$ cat src/rtl/nanorv32_bus_arbiter_pkg.sv
// Shared state encodings and owner codes for the nanorv32 memory-port arbiter.
package nanorv32_bus_arbiter_pkg;

  typedef enum logic [1:0] {
    ARB_IDLE = 2'd0,
    ARB_CODE = 2'd1,
    ARB_DATA = 2'd2
  } arb_state_t;

  localparam logic [1:0] OWNER_NONE = 2'd0;
  localparam logic [1:0] OWNER_CODE = 2'd1;
  localparam logic [1:0] OWNER_DATA = 2'd2;

  function automatic logic [1:0] owner_of(input arb_state_t state);
    case (state)
      ARB_CODE: return OWNER_CODE;
      ARB_DATA: return OWNER_DATA;
      default:  return OWNER_NONE;
    endcase
  endfunction

endpackage

$ cat src/rtl/nanorv32_bus_arbiter_run_cnt.sv
// Saturating count of consecutive data grants taken while a fetch waits.
// Only present when NANORV32_ARB_FAIRNESS_EN is defined.
`ifdef NANORV32_ARB_FAIRNESS_EN
module nanorv32_arb_run_cnt #(
  parameter int MAX_RUN = 4,
  parameter int CNT_W   = 3
) (
  input  logic clk,
  input  logic rst,
  input  logic inc,
  input  logic clr,
  output logic at_max
);

  logic [CNT_W-1:0] count;

  assign at_max = (count == CNT_W'(MAX_RUN));

  always_ff @(posedge clk) begin
    if (rst) begin
      count <= '0;
    end else if (clr) begin
      count <= '0;
    end else if (inc && !at_max) begin
      count <= count + 1'b1;
    end
  end

endmodule
`endif

$ cat src/rtl/nanorv32_bus_arbiter.sv
// Arbitrates the single external memory port between instruction fetch and load/store.
// Optional fetch-starvation limit enabled by NANORV32_ARB_FAIRNESS_EN.
import nanorv32_bus_arbiter_pkg::*;

module nanorv32_bus_arbiter #(
  parameter int ADDR_W       = 32,
  parameter int DATA_W       = 32,
  parameter int MAX_DATA_RUN = 4
) (
  input  logic                clk,
  input  logic                rst,

  input  logic                codeif_req,
  input  logic [ADDR_W-1:0]   codeif_addr,
  output logic                codeif_gnt,
  output logic [DATA_W-1:0]   codeif_rdata,
  output logic                codeif_ready,

  input  logic                dataif_req,
  input  logic                dataif_we,
  input  logic [ADDR_W-1:0]   dataif_addr,
  input  logic [DATA_W-1:0]   dataif_wdata,
  input  logic [DATA_W/8-1:0] dataif_be,
  output logic                dataif_gnt,
  output logic [DATA_W-1:0]   dataif_rdata,
  output logic                dataif_ready,

  output logic                mem_req,
  output logic                mem_we,
  output logic [ADDR_W-1:0]   mem_addr,
  output logic [DATA_W-1:0]   mem_wdata,
  output logic [DATA_W/8-1:0] mem_be,
  input  logic [DATA_W-1:0]   mem_rdata,
  input  logic                mem_ready,

  output logic [1:0]          arb_owner
);

  arb_state_t        state_q, state_d;
  logic              code_turn;
  logic              pick_code;
  logic [DATA_W-1:0] code_rdata_q, data_rdata_q;

`ifdef NANORV32_ARB_FAIRNESS_EN
  localparam int RUN_W = $clog2(MAX_DATA_RUN + 1);

  nanorv32_arb_run_cnt #(
    .MAX_RUN (MAX_DATA_RUN),
    .CNT_W   (RUN_W)
  ) u_run_cnt (
    .clk    (clk),
    .rst    (rst),
    .inc    (dataif_gnt && codeif_req),
    .clr    (codeif_gnt),
    .at_max (code_turn)
  );
`else
  assign code_turn = 1'b0;
`endif

  // Data wins ties unless the fetch has been starved for a full run.
  assign pick_code = codeif_req && (!dataif_req || code_turn);

  always_comb begin
    state_d      = state_q;
    codeif_gnt   = 1'b0;
    dataif_gnt   = 1'b0;
    codeif_ready = 1'b0;
    dataif_ready = 1'b0;
    case (state_q)
      ARB_IDLE: begin
        if (!rst) begin
          if (pick_code) begin
            codeif_gnt = 1'b1;
            state_d    = ARB_CODE;
          end else if (dataif_req) begin
            dataif_gnt = 1'b1;
            state_d    = ARB_DATA;
          end
        end
      end
      ARB_CODE: begin
        if (mem_ready) begin
          codeif_ready = !rst;
          state_d      = ARB_IDLE;
        end
      end
      ARB_DATA: begin
        if (mem_ready) begin
          dataif_ready = !rst;
          state_d      = ARB_IDLE;
        end
      end
      default: state_d = ARB_IDLE;
    endcase
  end

  always_ff @(posedge clk) begin
    if (rst) begin
      state_q      <= ARB_IDLE;
      mem_req      <= 1'b0;
      mem_we       <= 1'b0;
      mem_addr     <= '0;
      mem_wdata    <= '0;
      mem_be       <= '0;
      code_rdata_q <= '0;
      data_rdata_q <= '0;
    end else begin
      state_q <= state_d;
      if (codeif_gnt) begin
        mem_req  <= 1'b1;
        mem_we   <= 1'b0;
        mem_addr <= codeif_addr;
        mem_be   <= '1;
      end
      if (dataif_gnt) begin
        mem_req   <= 1'b1;
        mem_we    <= dataif_we;
        mem_addr  <= dataif_addr;
        mem_wdata <= dataif_wdata;
        mem_be    <= dataif_be;
      end
      if (codeif_ready) begin
        mem_req      <= 1'b0;
        code_rdata_q <= mem_rdata;
      end
      if (dataif_ready) begin
        mem_req      <= 1'b0;
        data_rdata_q <= mem_rdata;
      end
    end
  end

  // Completion-cycle bypass so the owner sees mem_rdata without a cycle of delay.
  assign codeif_rdata = codeif_ready ? mem_rdata : code_rdata_q;
  assign dataif_rdata = dataif_ready ? mem_rdata : data_rdata_q;
  assign arb_owner    = owner_of(state_q);

endmodule

$ cat config.mk
export PLATFORM = sky130hd
export DESIGN_NAME = nanorv32_bus_arbiter
export DESIGN_NICKNAME = d
export VERILOG_FILES = /design/src/rtl/nanorv32_bus_arbiter_pkg.sv /design/src/rtl/nanorv32_bus_arbiter_run_cnt.sv /design/src/rtl/nanorv32_bus_arbiter.sv
export SDC_FILE = /design/constraint.sdc
export NUM_CORES = 1
export LEC_CHECK = 0
export BUFFER_PORTS_ARGS = -buffer_cell sky130_fd_sc_hd__buf_4
export CELL_PAD_IN_SITES_DETAIL_PLACEMENT = 1
export CELL_PAD_IN_SITES_GLOBAL_PLACEMENT = 1
export CORE_MARGIN = 2
export CORE_UTILIZATION = 30
export CTS_CLUSTER_DIAMETER = 100
export DETAILED_ROUTE_END_ITERATION = 8
export HOLD_SLACK_MARGIN = 0.02
export PLACE_DENSITY_LB_ADDON = 0.1
export SETUP_SLACK_MARGIN = 0.3
export SLEW_MARGIN = 10
export SYNTH_ARGS = -nofsm -noshare
export SYNTH_HDL_FRONTEND = slang
export SYNTH_SLANG_ARGS = --single-unit
$ cat constraint.sdc
create_clock -name clk -period 1.9 [get_ports clk]
set_input_delay 0.19 -clock clk [delete_from_list [all_inputs] [get_ports clk]]
set_output_delay 0.19 -clock clk [all_outputs]
set_load 0.01 [all_outputs]
* After elaboration in Yosys (flattened, before gate mapping)
Index checks and enable logic that the tools add are counted.
Word-level totals: register bits 136, output and inout port bits 140, logic and storage cells 45
Operators by class: equality and inequality tests 4, multiplexer cells 25, reductions and logical operators 8
Operators by type and width (count):
- $mux W32 | 4
- $mux W1 | 14
- $mux W4 | 2
- $pmux W2 S2 | 2
- $mux W2 | 3
- $ne A3 B3 Y1 const B | 1
- $reduce_or A3 Y1 | 1
- $eq A2 B1 Y1 const B | 1
- $eq A2 B2 Y1 const B | 1
- $logic_not A1 Y1 | 2
- $logic_not A2 Y1 | 1
- $ne A2 B1 Y1 const B | 1
- $reduce_and A2 Y1 | 1
- $reduce_bool A2 Y1 | 1
- $reduce_or A2 Y1 | 1
- $logic_and A1 B1 Y1 | 1

* Depth between registers and ports, before layout
word-level depth 7, mapped depth 7

* Worst setup path after synthesis
No wires, ideal clock.
path kind reg-to-reg, from register state_q[1], to register code_rdata_q[10], library setup time 0.128 ns, arrival 1.457 ns, required time 1.772 ns, path slack 0.315 ns, cell stages (with the launch flop) 7, clock period less this slack 1.585 ns, path through dfxtp_1 -> inv_1 -> ha_1 -> nand3b_4 -> buf_4 -> mux2_1 -> nor2b_1
Between the ends: cells in the longest elaborated chain, start to end 3
Ends and longest elaborated chain:
- from (decl) | RTL line nanorv32_bus_arbiter.sv:39 | arb_state_t state_q, state_d;
- from (signal assigned) | RTL line nanorv32_bus_arbiter.sv:109 | state_q <= state_d;
- $eq A2 B1 Y1 | RTL line nanorv32_bus_arbiter.sv:70 | case (state_q)
- $mux W1 | RTL line nanorv32_bus_arbiter.sv:70
- $mux W32
- net codeif_rdata[10] | RTL line nanorv32_bus_arbiter.sv:16 | output logic [DATA_W-1:0] codeif_rdata,
- to (signal assigned) | RTL line nanorv32_bus_arbiter.sv:125 | code_rdata_q <= mem_rdata;
- to (decl) | RTL line nanorv32_bus_arbiter.sv:42 | logic [DATA_W-1:0] code_rdata_q, data_rdata_q;
The timed path passes the listed nets, and every way through them passes these cells. A chain may end at the register's enable or synchronous reset.

* Worst setup path in the final report
from register state_q[1], to output port codeif_rdata[0]
Between the ends: cells in the longest elaborated chain, start to end 3
Ends and longest elaborated chain (RTL line):
- $eq A2 B1 Y1 | nanorv32_bus_arbiter.sv:70
- $mux W1 | nanorv32_bus_arbiter.sv:70
- $mux W32
- to (decl) | nanorv32_bus_arbiter.sv:16
No other way between the ends.

==> run metrics <==
row count 50; share of the synthesized area in the top cell type 0.482; nets 1,034; global placer's final weighted congestion 0.712; TritonRoute pass-1 iters 4; Ports 278; CP required 1.71 ns; DR vias 5,434; DIE WIDTH 141 um; Synth area leader dfxtp_1; Crit Path Category reg2out; Setup Skew 0.00742 ns; clock root buffer clkbuf_16; overall routing resource usage 0.188; Maximum Capacitance Violations 0; Crit path arrival time 1.89 ns; Finish-stage setup viols 64; Final Hold Viols 0; detail-routed net length per standard cell 19.9 um; Routed Wire Length 22.7 mm; Met1 Routed Length 9.03 mm; unrepaired setup endpoints after global routing yes; worst-path fanout max 6; metal2 WL 11.7 mm; worst reg-to-reg path cell count 10; top sig layer met4; Fillers 1,889; outcome finished with violations; count of pins over their slew limit 0; synth warn 0; largest net degree at the start of global routing 71; Vias/cell 4.77; hold slack 0.0439 ns; Worst-path clk slew 0.06 ns; sequential area share after synthesis 0.482; Peak Freq 480 MHz; EDFF count, synth 0; Port Buffer Count 277; startpoint types flip-flop; vias in the first global route 5,419; initial antenna violation count 0; CTS tree yes; post-layout worst setup margin -0.184 ns; worst hold path type in2reg; TritonCTS Buffers 17; actual slew at the worst max-slew pin 0.991 ns; average size of a mapped cell 10.4 um^2; Initial Utilization 0.304; Netlist cell types 26; layout cells sized above 1 0.678; Core Box Area 0.0186 mm^2; clock tree buffer depth 2; DIE AREA 0.0199 mm^2; initial drt markers 153; gr ovfl total 0; Power Dens Cells 801 mW/mm^2; Hold Path Stages 3; TritonCTS Sinks 136; Overall Power 9050 uW; Slew headroom 0.339; most frequent cell after synthesis dfxtp_1; Critical Path End Type output port; synthesis-stage register bit count 136; VDD IR max 0.000636 V; Mapped Area 0.00564 mm^2; wire length on met3 1.53 mm; failing checks negative setup slack; Worst-Skew Late Latency 0.42 ns; Final Util 0.608; DRC viols 0; Syn Nets 685; Post-synth top cells dfxtp_1, a21oi_1, nand2_1; Synth Instances 543; H-tree depth 4; Leak 0.00515 uW; Final period util 1.10; Period minus WS final 2.08 ns; largest cells by area after synthesis dfxtp_1, nor2b_1, a211oi_2; HPWL Detailed 12.9 mm; area added between synthesis and finish 100%; Die Height 141 um; first-pass GRT wire length 29.2 mm; post-route ant nets 0; Post-synth ARST share 0; Place WS 0.122 ns; # diodes 0; Most used DFF post-synth dfxtp_1
## cell families after synthesis
family                   share of synthesized area
AND/OR/NAND/NOR                              0.141
flip-flops                                   0.482
buffers and inverters                       0.0472
adder cells (fa/ha/maj)                    0.00887
multiplexers                                 0.184
AO/OA/AOI/OAI                                0.136
## sequential cells by signal, indices dropped and copies added (netlist names)
register and count:
mem_wdata 32, mem_addr 32, state_q 2, mem_we 1
code_rdata_q 32, data_rdata_q 32, mem_be 4, mem_req 1
## report_power, final
part           switching (uW)  leakage (uW)  internal (uW)  total, uW
logic                    1050       0.00374           1270       2320
registers                 138       0.00111           3030       3170
clock network            1320      0.000303           2240       3560
## timing repair
item,CTS,global route
buffers inserted,14,15
pin swaps,5,74
gates cloned,3,17
setup endpoints to repair,154,162
hold buffers,31,2
resized for setup,126,279
hold endpoints to repair,31,2
## path summary, 6_finish.rpt
check                             startpoint  slack [ns]                         end
setup / recovery     state_q[1]$_SDFFE_PP0P_       -0.18             codeif_rdata[0]
hold / removal              dataif_wdata[25]        0.04  mem_wdata[25]$_SDFFE_PP0N_
setup reg to reg     state_q[1]$_SDFFE_PP0P_        0.07   mem_addr[19]$_SDFFE_PP0P_
hold reg to reg   mem_wdata[19]$_SDFFE_PP0N_        0.47  mem_wdata[19]$_SDFFE_PP0N_
## final cells by class
| type | instances | area (um^2) | area share |
|---|---|---|---|
| timing repair buffer | 374 | 3720 | 0.329 |
| clock buffer | 18 | 439 | 0.0389 |
| multi-input combinational | 359 | 3880 | 0.344 |
| sequential | 136 | 2730 | 0.242 |
| inverter | 4 | 35.0 | 0.00310 |
| clock inverter | 14 | 196 | 0.0174 |
| tap | 234 | 293 | 0.0259 |
## layout by cell type, fill, tap and decap left out, types with 9 or more instances in the layout
cell type,netlist,layout
dlygate4sd3_1,0,33
nand2_2,0,9
buf_12,0,16
nor2b_1,65,43
a211oi_2,30,32
mux2_4,0,64
nand2_1,67,29
clkbuf_16,0,29
a21oi_2,0,36
buf_4,6,224
dfxtp_1,136,134
a21oi_4,0,30
buf_6,5,80
mux2i_1,32,32
nor2b_4,0,21
nand2_4,0,28
## per-stage QoR
stage               instances  area (um^2)  TNS [ns]
floorplan                 543         5640         0
global placement         1025         7960         0
detailed placement       1025         7960         0
CTS                      1105         9600     -9.25
global route             1139        11300    -12.39
finish                   1139        11300     -8.92
## per-layer routing
layer  GRT usage  up-vias
li1            -     2560
met3      0.0611       31
met1       0.223     2652
met4      0.0679        0
met2       0.320      191
met5           0        -
## worst max-delay path, cell delays in order, from the launching register on
cell and delay (ns):
dfxtp_4 0.37, inv_4 0.07, ha_4 0.15, nand3b_4 0.11, buf_12 0.16, clkbuf_16 0.17
mux2_4 0.32, buf_6 0.12
Note: power is estimated with default switching activity, not from simulation.
